===== src/rtl/collision_pkg.sv =====
// Shared types and constants for the collision probe path.
package collision_pkg;
    typedef enum logic [1:0] {
        IDLE  = 2'd0,
        ISSUE = 2'd1,
        DRAIN = 2'd2,
        DONE  = 2'd3
    } probe_state_t;

    localparam logic [3:0] WALL_CODE = 4'h1;

    localparam int CITY_MAP_W = 320;
    localparam int CITY_MAP_H = 240;
    localparam int GYM_MAP_W  = 200;
    localparam int GYM_MAP_H  = 100;
endpackage


===== src/rtl/collision_addr_gen.sv =====
// Combinational corner mapper: (top-left position, corner index) -> (RAM address, out-of-bounds flag).
// Corner bit 0 selects the right edge, bit 1 selects the bottom edge.
module collision_addr_gen #(
    parameter int MAP_W  = 320,
    parameter int MAP_H  = 240,
    parameter int HB_W   = 16,
    parameter int HB_H   = 16,
    parameter int ADDR_W = 17
) (
    input  logic [9:0]        pos_x,
    input  logic [8:0]        pos_y,
    input  logic [1:0]        corner,
    output logic [ADDR_W-1:0] addr,
    output logic              oob
);
    localparam logic [10:0] XOFF = 11'(HB_W - 1);
    localparam logic [9:0]  YOFF = 10'(HB_H - 1);
    localparam logic [10:0] MW   = 11'(MAP_W);
    localparam logic [9:0]  MH   = 10'(MAP_H);

    logic [10:0] cx;
    logic [9:0]  cy;

    // Widened corner sums so the hitbox offset can never wrap.
    always_comb begin
        cx   = {1'b0, pos_x} + (corner[0] ? XOFF : 11'd0);
        cy   = {1'b0, pos_y} + (corner[1] ? YOFF : 10'd0);
        oob  = (cx >= MW) || (cy >= MH);
        addr = oob ? '0 : (ADDR_W'(cy) * ADDR_W'(MAP_W) + ADDR_W'(cx));
    end
endmodule


===== src/rtl/collision_probe_sequencer.sv =====
// Issues four hitbox-corner reads to the collision RAM and folds the returned
// tile codes into a blocked verdict and first event code, with fixed latency 6.
module collision_probe_sequencer
    import collision_pkg::*;
#(
    parameter int         MAP_W     = collision_pkg::CITY_MAP_W,
    parameter int         MAP_H     = collision_pkg::CITY_MAP_H,
    parameter int         HB_W      = 16,
    parameter int         HB_H      = 16,
    parameter int         ADDR_W    = 17,
    parameter logic [3:0] WALL_CODE = collision_pkg::WALL_CODE
) (
    input  logic              Clk,
    input  logic              Reset_n,
    input  logic              start,
    input  logic [9:0]        pos_x,
    input  logic [8:0]        pos_y,
    output logic [ADDR_W-1:0] rd_addr,
    input  logic [3:0]        rd_data,
    output logic              busy,
    output logic              done,
    output logic              blocked,
    output logic [3:0]        event_code
);
    probe_state_t      state_q, state_d;
    logic [1:0]        cnt_q, cnt_d;
    logic [9:0]        px_q, px_d;
    logic [8:0]        py_q, py_d;
    logic [ADDR_W-1:0] rd_addr_q, rd_addr_d;
    logic              vld_q, vld_d;
    logic              oob_q, oob_d;
    logic              samp_vld_q, samp_oob_q;
    logic              blocked_q, blocked_d;
    logic [3:0]        event_q, event_d;
    logic              clr;

    logic [9:0]        ag_x;
    logic [8:0]        ag_y;
    logic [1:0]        ag_c;
    logic [ADDR_W-1:0] ag_addr;
    logic              ag_oob;

    collision_addr_gen #(
        .MAP_W (MAP_W),
        .MAP_H (MAP_H),
        .HB_W  (HB_W),
        .HB_H  (HB_H),
        .ADDR_W(ADDR_W)
    ) u_addr_gen (
        .pos_x (ag_x),
        .pos_y (ag_y),
        .corner(ag_c),
        .addr  (ag_addr),
        .oob   (ag_oob)
    );

    // Next state; the mapper always looks one corner ahead of the registered address,
    // so in IDLE it sees the live inputs for corner 0.
    always_comb begin
        state_d = state_q;
        cnt_d   = cnt_q;
        px_d    = px_q;
        py_d    = py_q;
        vld_d   = 1'b0;
        clr     = 1'b0;
        ag_x    = px_q;
        ag_y    = py_q;
        ag_c    = cnt_q + 2'd1;
        case (state_q)
            IDLE: begin
                ag_x = pos_x;
                ag_y = pos_y;
                ag_c = 2'd0;
                if (start) begin
                    state_d = ISSUE;
                    cnt_d   = 2'd0;
                    px_d    = pos_x;
                    py_d    = pos_y;
                    vld_d   = 1'b1;
                    clr     = 1'b1;
                end
            end
            ISSUE: begin
                if (cnt_q == 2'd3) begin
                    state_d = DRAIN;
                end else begin
                    cnt_d = cnt_q + 2'd1;
                    vld_d = 1'b1;
                end
            end
            DRAIN:   state_d = DONE;
            DONE:    state_d = IDLE;
            default: state_d = IDLE;
        endcase
        rd_addr_d = vld_d ? ag_addr : '0;
        oob_d     = vld_d & ag_oob;
    end

    // Fold each returned sample into the verdict; OOB samples contribute only their flag.
    always_comb begin
        blocked_d = blocked_q;
        event_d   = event_q;
        if (clr) begin
            blocked_d = 1'b0;
            event_d   = 4'd0;
        end else if (samp_vld_q) begin
            blocked_d = blocked_q | samp_oob_q | (!samp_oob_q && rd_data == WALL_CODE);
            if (event_q == 4'd0 && !samp_oob_q && rd_data >= 4'd2)
                event_d = rd_data;
        end
    end

    // State, address and one-stage valid/OOB pipeline matching the RAM read latency.
    always_ff @(posedge Clk or negedge Reset_n) begin
        if (!Reset_n) begin
            state_q    <= IDLE;
            cnt_q      <= 2'd0;
            px_q       <= '0;
            py_q       <= '0;
            rd_addr_q  <= '0;
            vld_q      <= 1'b0;
            oob_q      <= 1'b0;
            samp_vld_q <= 1'b0;
            samp_oob_q <= 1'b0;
            blocked_q  <= 1'b0;
            event_q    <= 4'd0;
        end else begin
            state_q    <= state_d;
            cnt_q      <= cnt_d;
            px_q       <= px_d;
            py_q       <= py_d;
            rd_addr_q  <= rd_addr_d;
            vld_q      <= vld_d;
            oob_q      <= oob_d;
            samp_vld_q <= vld_q;
            samp_oob_q <= oob_q;
            blocked_q  <= blocked_d;
            event_q    <= event_d;
        end
    end

    assign rd_addr    = rd_addr_q;
    assign busy       = (state_q != IDLE);
    assign done       = (state_q == DONE);
    assign blocked    = blocked_q;
    assign event_code = event_q;
endmodule


===== config.mk =====
export PLATFORM = sky130hd
export DESIGN_NAME = collision_probe_sequencer
export DESIGN_NICKNAME = d
export VERILOG_FILES = /design/src/rtl/collision_pkg.sv /design/src/rtl/collision_addr_gen.sv /design/src/rtl/collision_probe_sequencer.sv
export SDC_FILE = /design/constraint.sdc
export NUM_CORES = 1
export LEC_CHECK = 0
export CAP_MARGIN = 10
export CORE_MARGIN = 2
export CORE_UTILIZATION = 56
export CTS_CLUSTER_DIAMETER = 100
export DETAILED_ROUTE_END_ITERATION = 7
export GPL_ROUTABILITY_DRIVEN = 1
export HOLD_SLACK_MARGIN = 0.15
export PLACE_DENSITY = 0.8
export SYNTH_ARGS = -nofsm -noshare
export SYNTH_HDL_FRONTEND = slang
export SYNTH_SLANG_ARGS = --single-unit

===== constraint.sdc =====
create_clock -name Clk -period 5.8 [get_ports Clk]
set_input_delay 1.45 -clock Clk [delete_from_list [all_inputs] [get_ports Clk]]
set_output_delay 1.45 -clock Clk [all_outputs]
set_load 0.05 [all_outputs]

==> flow_metrics.tcl, run 1 <==
set metrics [dict create \
    status "completed" \
    cts_sinks 49 \
    track_usage_pct 22.6 \
    finalSetupViolCount 0 \
    drcViolationCount 0 \
    clock_skew_ps 13.1 \
    synth_edf_count 0 \
    drt_pass1_iterations 5 \
    synth_top_area_share_pct 33.8 \
    cts-root-buf "clkbuf_8" \
    synthTopCellsByCount "nand2_1 (69), dfrtp_1 (49), ha_1 (31)" \
    io_buffers 49 \
    yosys.cell_types.count 63 \
    dpl.hpwl_um 5910 \
    crit_chain "clkdlybuf4s50_1 > mux2_2 > ha_1 > ha_1 > nor4bb_2 > a31oi_1 > a21oi_1 > or3_4 > nand2_1 > ha_1 > ha_1 > a211oi_2 > buf_4 > o21ai_0 > a21o_1 > a21oi_1 > xnor2_1 > xnor3_1 > and2_1" \
    synth_flop_cell "dfrtp_1" \
    yosysSeqAreaShare_pct 33.8 \
    reg2regPathDepth 20 \
    whs_path_depth 0 \
    rows 29 \
    worstPathMaxFanout 4 \
    layout-area-overhead-vs-synth_pct 22.5 \
    die-area_um2 7150 \
    overflow 0 \
    min_period_ps 5550 \
    critPathKind "in2reg" \
    ctsHoldBuffers 0 \
    async_reset_ff_share_pct 100 \
    die_y_um 84.5 \
    drt-initial-drc-count 114 \
    tightestPinTransition_ps 1080 \
    routed_wl_um 7740 \
    cts_tree "yes" \
    core_um2 6310 \
    slew_headroom_pct 27.8 \
    grt_first_pass_wirelength_um 13300 \
    nets 516 \
    max_stage_delay_ps 420 \
    start_kind "input port" \
    place_area_um2 4320 \
    max_freq_mhz 180 \
    post-route-util_pct 70.5 \
    critPathBufInv 2 \
    hold_viol 0 \
    post_drt_wl_per_cell_um 14.5 \
    drtAntennaViolNets 0 \
    end_kind "register" \
    crit_required_ps 6000 \
    die_w_um 84.5 \
    synth_area_per_cell_um2 9.43 \
    grt_max_degree 50 \
    synth-seq-cells 49 \
    yosysMostFrequentCell "nand2_1" \
    gp_congestion 0.897 \
    drive_gt1_share_pct 14.4 \
    path_common_cell "ha_1" \
    numCtsBuffers 5 \
    netlist_instances 385 \
    start_util_pct 57.5 \
    cp_data_arrival_time_ps 5750 \
    clkTransAtPathRegs_ps 90 \
    hp-class "reg2reg" \
    vias 2988 \
    syn-num-nets 445 \
    finalMaxSlewViolations 0 \
    syn-cell-area_um2 3630 \
    cp.depth 19 \
    ioPinCount 50 \
    via_per_inst 5.60 \
    antenna_cells 0 \
    synth_area_leaders "dfrtp_1 (34%), ha_1 (11%), nand2_1 (7.1%)" \
    antenna_found_initial 0 \
    critPathTopFamily "compound AO/OA/AOI/OAI gates" \
    yosysWarnings 0 \
    maxCapViolCount 0 \
    grt_pass1_vias 2915 \
    clk_latency_ps 300 \
    final_cell_area_um2 4450 \
    critPathSlowestCell "clkdlybuf4s50_1" \
    clock_path_buffers 2 \
    period_share_pct 95.7 \
    htree_levels 2 \
    synth_top_area_cell "dfrtp_1" \
]
==> cells in the final DEF, fill, tap and decap left out, types with 3 or more instances in the layout <==
cell type / Yosys / final
a211oi_1: 5 / 4
a211oi_2: 2 / 3
a21o_1: 10 / 10
a21oi_1: 19 / 18
a31oi_1: 4 / 4
and2_1: 13 / 13
buf_4: 1 / 26
clkbuf_8: 0 / 5
clkdlybuf4s50_1: 0 / 48
dfrtp_1: 49 / 49
fa_1: 3 / 3
ha_1: 31 / 30
inv_1: 15 / 15
mux2_2: 7 / 7
mux2i_1: 10 / 10
nand2_1: 69 / 69
nand2b_1: 3 / 3
nand3_1: 12 / 12
nor2_1: 19 / 19
nor2b_1: 7 / 7
nor4_1: 4 / 3
o21a_1: 3 / 3
o21ai_0: 14 / 13
o21ai_1: 2 / 3
o21bai_1: 3 / 3
xnor2_1: 21 / 21
xor2_1: 7 / 7
==> flip-flops by register name, indices dropped and copies added (netlist names) <==
signal      flops
blocked         1
px_q           10
oob_q           1
vld_q           1
samp_oob_q      1
samp_vld_q      1
py_q            9
cnt_q           2
event_code      4
rd_addr        17
state_q         2
==> area by class of cell <==
type / instances / area (µm²)
Inverter: 15 / 56.3
Clock inverter: 2 / 13.8
Tap cell: 77 / 96.3
Sequential cell: 49 / 1230
Clock buffer: 6 / 72.6
Fill cell: 506 / 1860
Timing Repair Buffer: 75 / 681
Multi-Input combinational cell: 310 / 2300
==> path summary, 6_finish.rpt <==
path                          start     endpoint  slack (ps)
min reg2reg                   vld_q   samp_vld_q         350
max reg2reg                cnt_q[0]  rd_addr[16]         750
min in group asynchronous   Reset_n      px_q[3]        1350
max in group asynchronous   Reset_n   rd_addr[1]        3800
min                           vld_q   samp_vld_q         350
max                        pos_y[0]  rd_addr[16]         250
==> metrics by stage <==
step / setup TNS [ps] / hold WS (ps) / std cells / setup slack [ps]
after floorplan: 0 / 331 / 385 / 163
after global placement: -136 / 332 / 525 / -136
after detailed placement: -330 / 336 / 525 / -288
after CTS: 0 / 356 / 533 / 96.8
after global routing: -3.17 / 366 / 534 / -3.17
final: 0 / 354 / 534 / 250
==> logic make-up after synthesis <==
kind of cell	after synthesis	synth area share (%)
simple gates	147	21.1
buf+inv	26	3.82
compound gates	82	16.3
xor+xnor	29	7.37
mux	18	5.31
flops	49	33.8
fa+ha+maj	34	12.3
==> repair_timing <==
| action | 4_1_cts | 5_1_grt |
|---|---|---|
| setup buffers | 0 | 1 |
| pin swaps | 0 | 4 |
| gates resized for setup | 1 | 8 |
| endpoints found under the hold margin | 0 | 0 |
| gates cloned | 0 | 0 |
| setup endpoints to repair | 1 | 2 |
==> worst register-to-register path, cell delays in order, from the launching register on <==
cell      delay, ps
dfrtp_1         430
ha_1            530
nor2b_1         400
ha_1            250
ha_1            220
nor4bb_2        300
a31oi_1          90
buf_4           160
a21o_1          190
a21oi_1         160
xnor2_1         170
ha_1            280
ha_1            310
buf_4           140
o21ai_0         100
o21ai_0         150
a21o_1          180
a21oi_1         170
xnor2_1         180
xnor3_1         360
and2_1          160
==> per-layer routing <==
layer | GRT usage (%) | up-vias | wire [µm]
met4 | 5.19 | 0 | 57
met2 | 39.2 | 62 | 3760
met3 | 2.85 | 6 | 279
li1 | - | 1503 | -
met5 | 0 | - | 0
met1 | 30.1 | 1417 | 3640
Power of run 1 is not shown: default switching activity piles up to over one toggle a cycle in this logic, so the estimate is an artifact.
==> run 2: changes to the inputs <==
Settings changed: CELL_PAD_IN_SITES_DETAIL_PLACEMENT set to 1, CELL_PAD_IN_SITES_GLOBAL_PLACEMENT set to 1, CORE_UTILIZATION 56 to 43.
==> flow_metrics.tcl, run 2 (synthesized netlist as in run 1, its figures left out) <==
set metrics [dict create \
    hp-class "reg2reg" \
    ioPinCount 50 \
    slew_headroom_pct 27.4 \
    max_freq_mhz 180 \
    htree_levels 2 \
    critPathBufInv 4 \
    status "completed" \
    period_share_pct 96.0 \
    drt-initial-drc-count 55 \
    nets 524 \
    die_y_um 95.9 \
    drtAntennaViolNets 0 \
    worstPathMaxFanout 4 \
    finalMaxSlewViolations 0 \
    numCtsBuffers 5 \
    cts-root-buf "clkbuf_8" \
    via_per_inst 5.51 \
    drive_gt1_share_pct 17.0 \
    drcViolationCount 0 \
    core_um2 8220 \
    maxCapViolCount 0 \
    start_util_pct 44.2 \
    layout_common_cells "nand2_1 (68), dfrtp_1 (49), clkdlybuf4s50_1 (48), buf_4 (34), ha_1 (27)" \
    ctsHoldBuffers 0 \
    path_common_cell "buf_4" \
    whs_path_depth 0 \
    fin_ws_ps 234 \
    critPathSlowestCell "clkdlybuf4s50_1" \
    start_kind "input port" \
    antenna_cells 0 \
    rows 33 \
    max_stage_delay_ps 470 \
    grt_first_pass_wirelength_um 15700 \
    dp_slack_ps -364 \
    largest_reg_flops 17 \
    tightestPinTransition_ps 1090 \
    critPathKind "in2reg" \
    die_w_um 95.9 \
    gp_congestion 0.837 \
    cp.depth 21 \
    final_common_cell "nand2_1" \
    ff_latch_area_um2 1230 \
    grt_max_degree 50 \
    cts_sinks 49 \
    multiInputGateArea_um2 2330 \
    dpl.hpwl_um 7250 \
    overflow 0 \
    finalSetupViolCount 0 \
    antenna_found_initial 0 \
    clkTransAtPathRegs_ps 100 \
    end_kind "register" \
    min_period_ps 5570 \
    cts_tree "yes" \
    reg2regPathDepth 21 \
    critPathTopFamily "adder cells" \
    crit_required_ps 6010 \
    fillers 959 \
    finalSetupTns_ps 0 \
    io_buffers 49 \
    cp_data_arrival_time_ps 5780 \
    track_usage_pct 21.8 \
    routed_wl_um 9720 \
    drt_pass1_iterations 5 \
    post_drt_wl_per_cell_um 17.0 \
    crit_chain "clkdlybuf4s50_1 > mux2_2 > ha_2 > ha_2 > nor4bb_2 > a31oi_1 > buf_4 > buf_4 > a21o_1 > a21oi_1 > xnor2_1 > ha_1 > ha_1 > nor2_1 > a21oi_2 > a2111oi_2 > a2111oi_0 > buf_4 > nor4_4 > xnor3_1 > and2_1" \
    hold_viol 0 \
    vias 3140 \
    clock_path_buffers 2 \
    die-area_um2 9200 \
    clock_skew_ps 8.08 \
    clk_latency_ps 310 \
    layout-area-overhead-vs-synth_pct 27.3 \
    grt_pass1_vias 3325 \
    whs_ps 360 \
]
run 2: changes by cell type in the layout (fill, tap and decap cells not counted), moves of 2 or more:
| cell | change |
|---|---|
| buf_4 | +8 |
| ha_1 | -3 |
| bufinv_16 | +2 |
| ha_2 | +2 |
run 2: what timing repair did:
action,4_1_cts,5_1_grt
setup buffers,0,2
pin swaps,1,2
endpoints found under the setup margin,1,2
gates resized for setup,3,11
run 2: layer usage:
layer  GRT usage (%)  part of all wire (%)  vias up
li1                -                     -     1512
met1            25.8                    43     1555
met2            41.4                    52       58
met3            2.66                   2.7       15
met4            5.71                   1.9        0
met5               0                     0        -
run 2: path summary, 6_finish.rpt:
path	startpoint	to	slack (ps)
setup / recovery	pos_y[0]	rd_addr[16]	230
hold / removal	oob_q	samp_oob_q	360
setup reg to reg	cnt_q[0]	rd_addr[16]	440
hold reg to reg	oob_q	samp_oob_q	360
max in group asynchronous	Reset_n	py_q[4]	3800
min in group asynchronous	Reset_n	px_q[2]	1340
run 2: layout make-up:
| cell class | count | area share [%] |
|---|---|---|
| multi-input cells | 310 | 50.4 |
| inverters | 15 | 1.22 |
| clock inverters | 3 | 1.49 |
| well taps | 105 | 2.84 |
| flip-flops and latches | 49 | 26.5 |
| clock buffers | 5 | 1.49 |
| repair buffers | 83 | 16.0 |
run 2: per-stage QoR:
step	cell area [µm²]	instances	utilization [%]
6_report	4620	570	56.3
5_1_grt	4620	570	56.3
4_1_cts	4560	568	55.5
3_5_place_dp	4410	560	53.7
3_3_place_gp	4410	560	53.7
2_1_floorplan	3630	385	-
Power of run 2 is left out for the same reason.
==> run 3: changes to the inputs <==
Settings changed: SETUP_SLACK_MARGIN set to 0.2.
==> flow_metrics.tcl, run 3 (synthesized netlist as in run 1, its figures left out) <==
set metrics [dict create \
    end_kind "register" \
    cp_data_arrival_time_ps 5670 \
    reg2regPathDepth 21 \
    start_util_pct 44.2 \
    final_common_cell "nand2_1" \
    routed_wl_um 9630 \
    min_period_ps 5440 \
    crit_required_ps 6030 \
    start_kind "input port" \
    clock_path_buffers 2 \
    hp-class "reg2reg" \
    htree_levels 2 \
    nets 522 \
    layout-area-overhead-vs-synth_pct 27.6 \
    period_share_pct 93.9 \
    rsz0062_at_grt "false" \
    overflow 0 \
    final_cell_area_um2 4630 \
    status "completed" \
    cts-root-buf "clkbuf_8" \
    max_freq_mhz 184 \
    slew_headroom_pct 25.2 \
    clkTransAtPathRegs_ps 110 \
    ioPinCount 50 \
    ctsHoldBuffers 0 \
    dp_slack_ps -241 \
    clk_latency_ps 320 \
    grt_max_degree 50 \
    antenna_cells 0 \
    drive_gt1_share_pct 18.1 \
    maxCapViolCount 0 \
    via_per_inst 5.47 \
    gp_congestion 0.843 \
    cp-endpoint "rd_addr[16]" \
    drt_pass1_iterations 4 \
    startpoint "pos_y[0]" \
    die_w_um 95.9 \
    antenna_found_initial 0 \
    drcViolationCount 0 \
    cts_tree "yes" \
    largest_reg_flops 17 \
    whs_ps 358 \
    worstPathMaxFanout 4 \
    layout_common_cells "nand2_1 (68), dfrtp_1 (49), clkdlybuf4s50_1 (48), buf_4 (32), ha_1 (27)" \
    grt_pass1_vias 3323 \
    die_y_um 95.9 \
    cts_sinks 49 \
    critPathKind "in2reg" \
    numCtsBuffers 5 \
    die-area_um2 9200 \
    finalSetupViolCount 0 \
    drtAntennaViolNets 0 \
    rows 33 \
    regToRegSetupSlack_ps 690 \
    place_area_um2 4370 \
    reg2reg_to "rd_addr[16]" \
    grt_first_pass_wirelength_um 15600 \
    post_drt_wl_per_cell_um 17.0 \
    core_um2 8220 \
    track_usage_pct 21.7 \
    clock_skew_ps 13.8 \
    r2r-start "cnt_q[0]" \
    tightestPinTransition_ps 1120 \
    finalMaxSlewViolations 0 \
    vias 3109 \
    fin_ws_ps 357 \
    io_buffers 49 \
    drt-initial-drc-count 88 \
    hold_viol 0 \
    critPathSlowestCell "clkdlybuf4s50_1" \
    dpl.hpwl_um 7090 \
    crit_chain "clkdlybuf4s50_1 > mux2_2 > ha_2 > ha_2 > nor4bb_4 > a31oi_2 > a21oi_2 > or3_4 > nand2_4 > ha_4 > buf_4 > ha_1 > a211oi_2 > buf_4 > o21ai_1 > a21o_1 > a21oi_2 > xnor2_2 > xnor3_1 > and2_1" \
    max_stage_delay_ps 420 \
]
-- run 3: cell types whose count changed in the layout (fill, tap and decap cells not counted), sizes merged --
cell	previous run	this run
buf	35	33
bufinv	2	0
clkinvlp	0	1
clkinv	0	1
-- run 3: worst min-delay path by stage --
stage               startpoint         end  slack, ps  depth (start not counted)
floorplan                oob_q  samp_oob_q        330                          0
global placement         vld_q  samp_vld_q        340                          0
detailed placement       vld_q  samp_vld_q        340                          0
CTS                      vld_q  samp_vld_q        360                          0
global route             oob_q  samp_oob_q        370                          0
finish                   vld_q  samp_vld_q        360                          0
-- run 3: critical path, delay by kind of cell --
family          cells  cell delay, ps
compound gates      6            1060
xor+xnor            2             450
fa+ha+maj           4             900
buf+inv             3             730
mux                 1             280
simple gates        4             800
-- run 3: layout make-up --
cell class	instances	area (µm²)
fill	936	3580
clock inverter	3	21.3
inverter	15	56.3
sequential	49	1230
timing repair buffer	81	726
tap	105	131
clock buffer	5	68.8
multi-input combinational	310	2400
-- run 3: layer usage --
| layer | track usage (%) | vias up | share of wire, % | wire [µm] |
|---|---|---|---|---|
| li1 | - | 1507 | - | - |
| met1 | 26.6 | 1543 | 44 | 4220 |
| met2 | 40.1 | 47 | 52 | 5040 |
| met3 | 2.66 | 12 | 2.5 | 239 |
| met4 | 5.71 | 0 | 1.4 | 131 |
| met5 | 0 | - | 0 | 0 |
-- run 3: timing repair --
| action | 4_1_cts | 5_1_grt |
|---|---|---|
| setup endpoints to repair | 1 | 2 |
| gates resized for setup | 5 | 20 |
| cloned | 0 | 0 |
| setup buffers | 1 | 4 |
| pin swaps | 1 | 11 |
-- run 3: metrics by stage --
| step | cells | utilization, % | setup TNS, ps |
|---|---|---|---|
| after global placement | 555 | 53.2 | -89.0 |
| after global routing | 568 | 56.4 | 0 |
| final | 568 | 56.4 | 0 |
| after detailed placement | 555 | 53.2 | -305 |
| after CTS | 564 | 54.6 | 0 |
| after floorplan | 385 | - | 0 |
Power of run 3 is left out for the same reason.
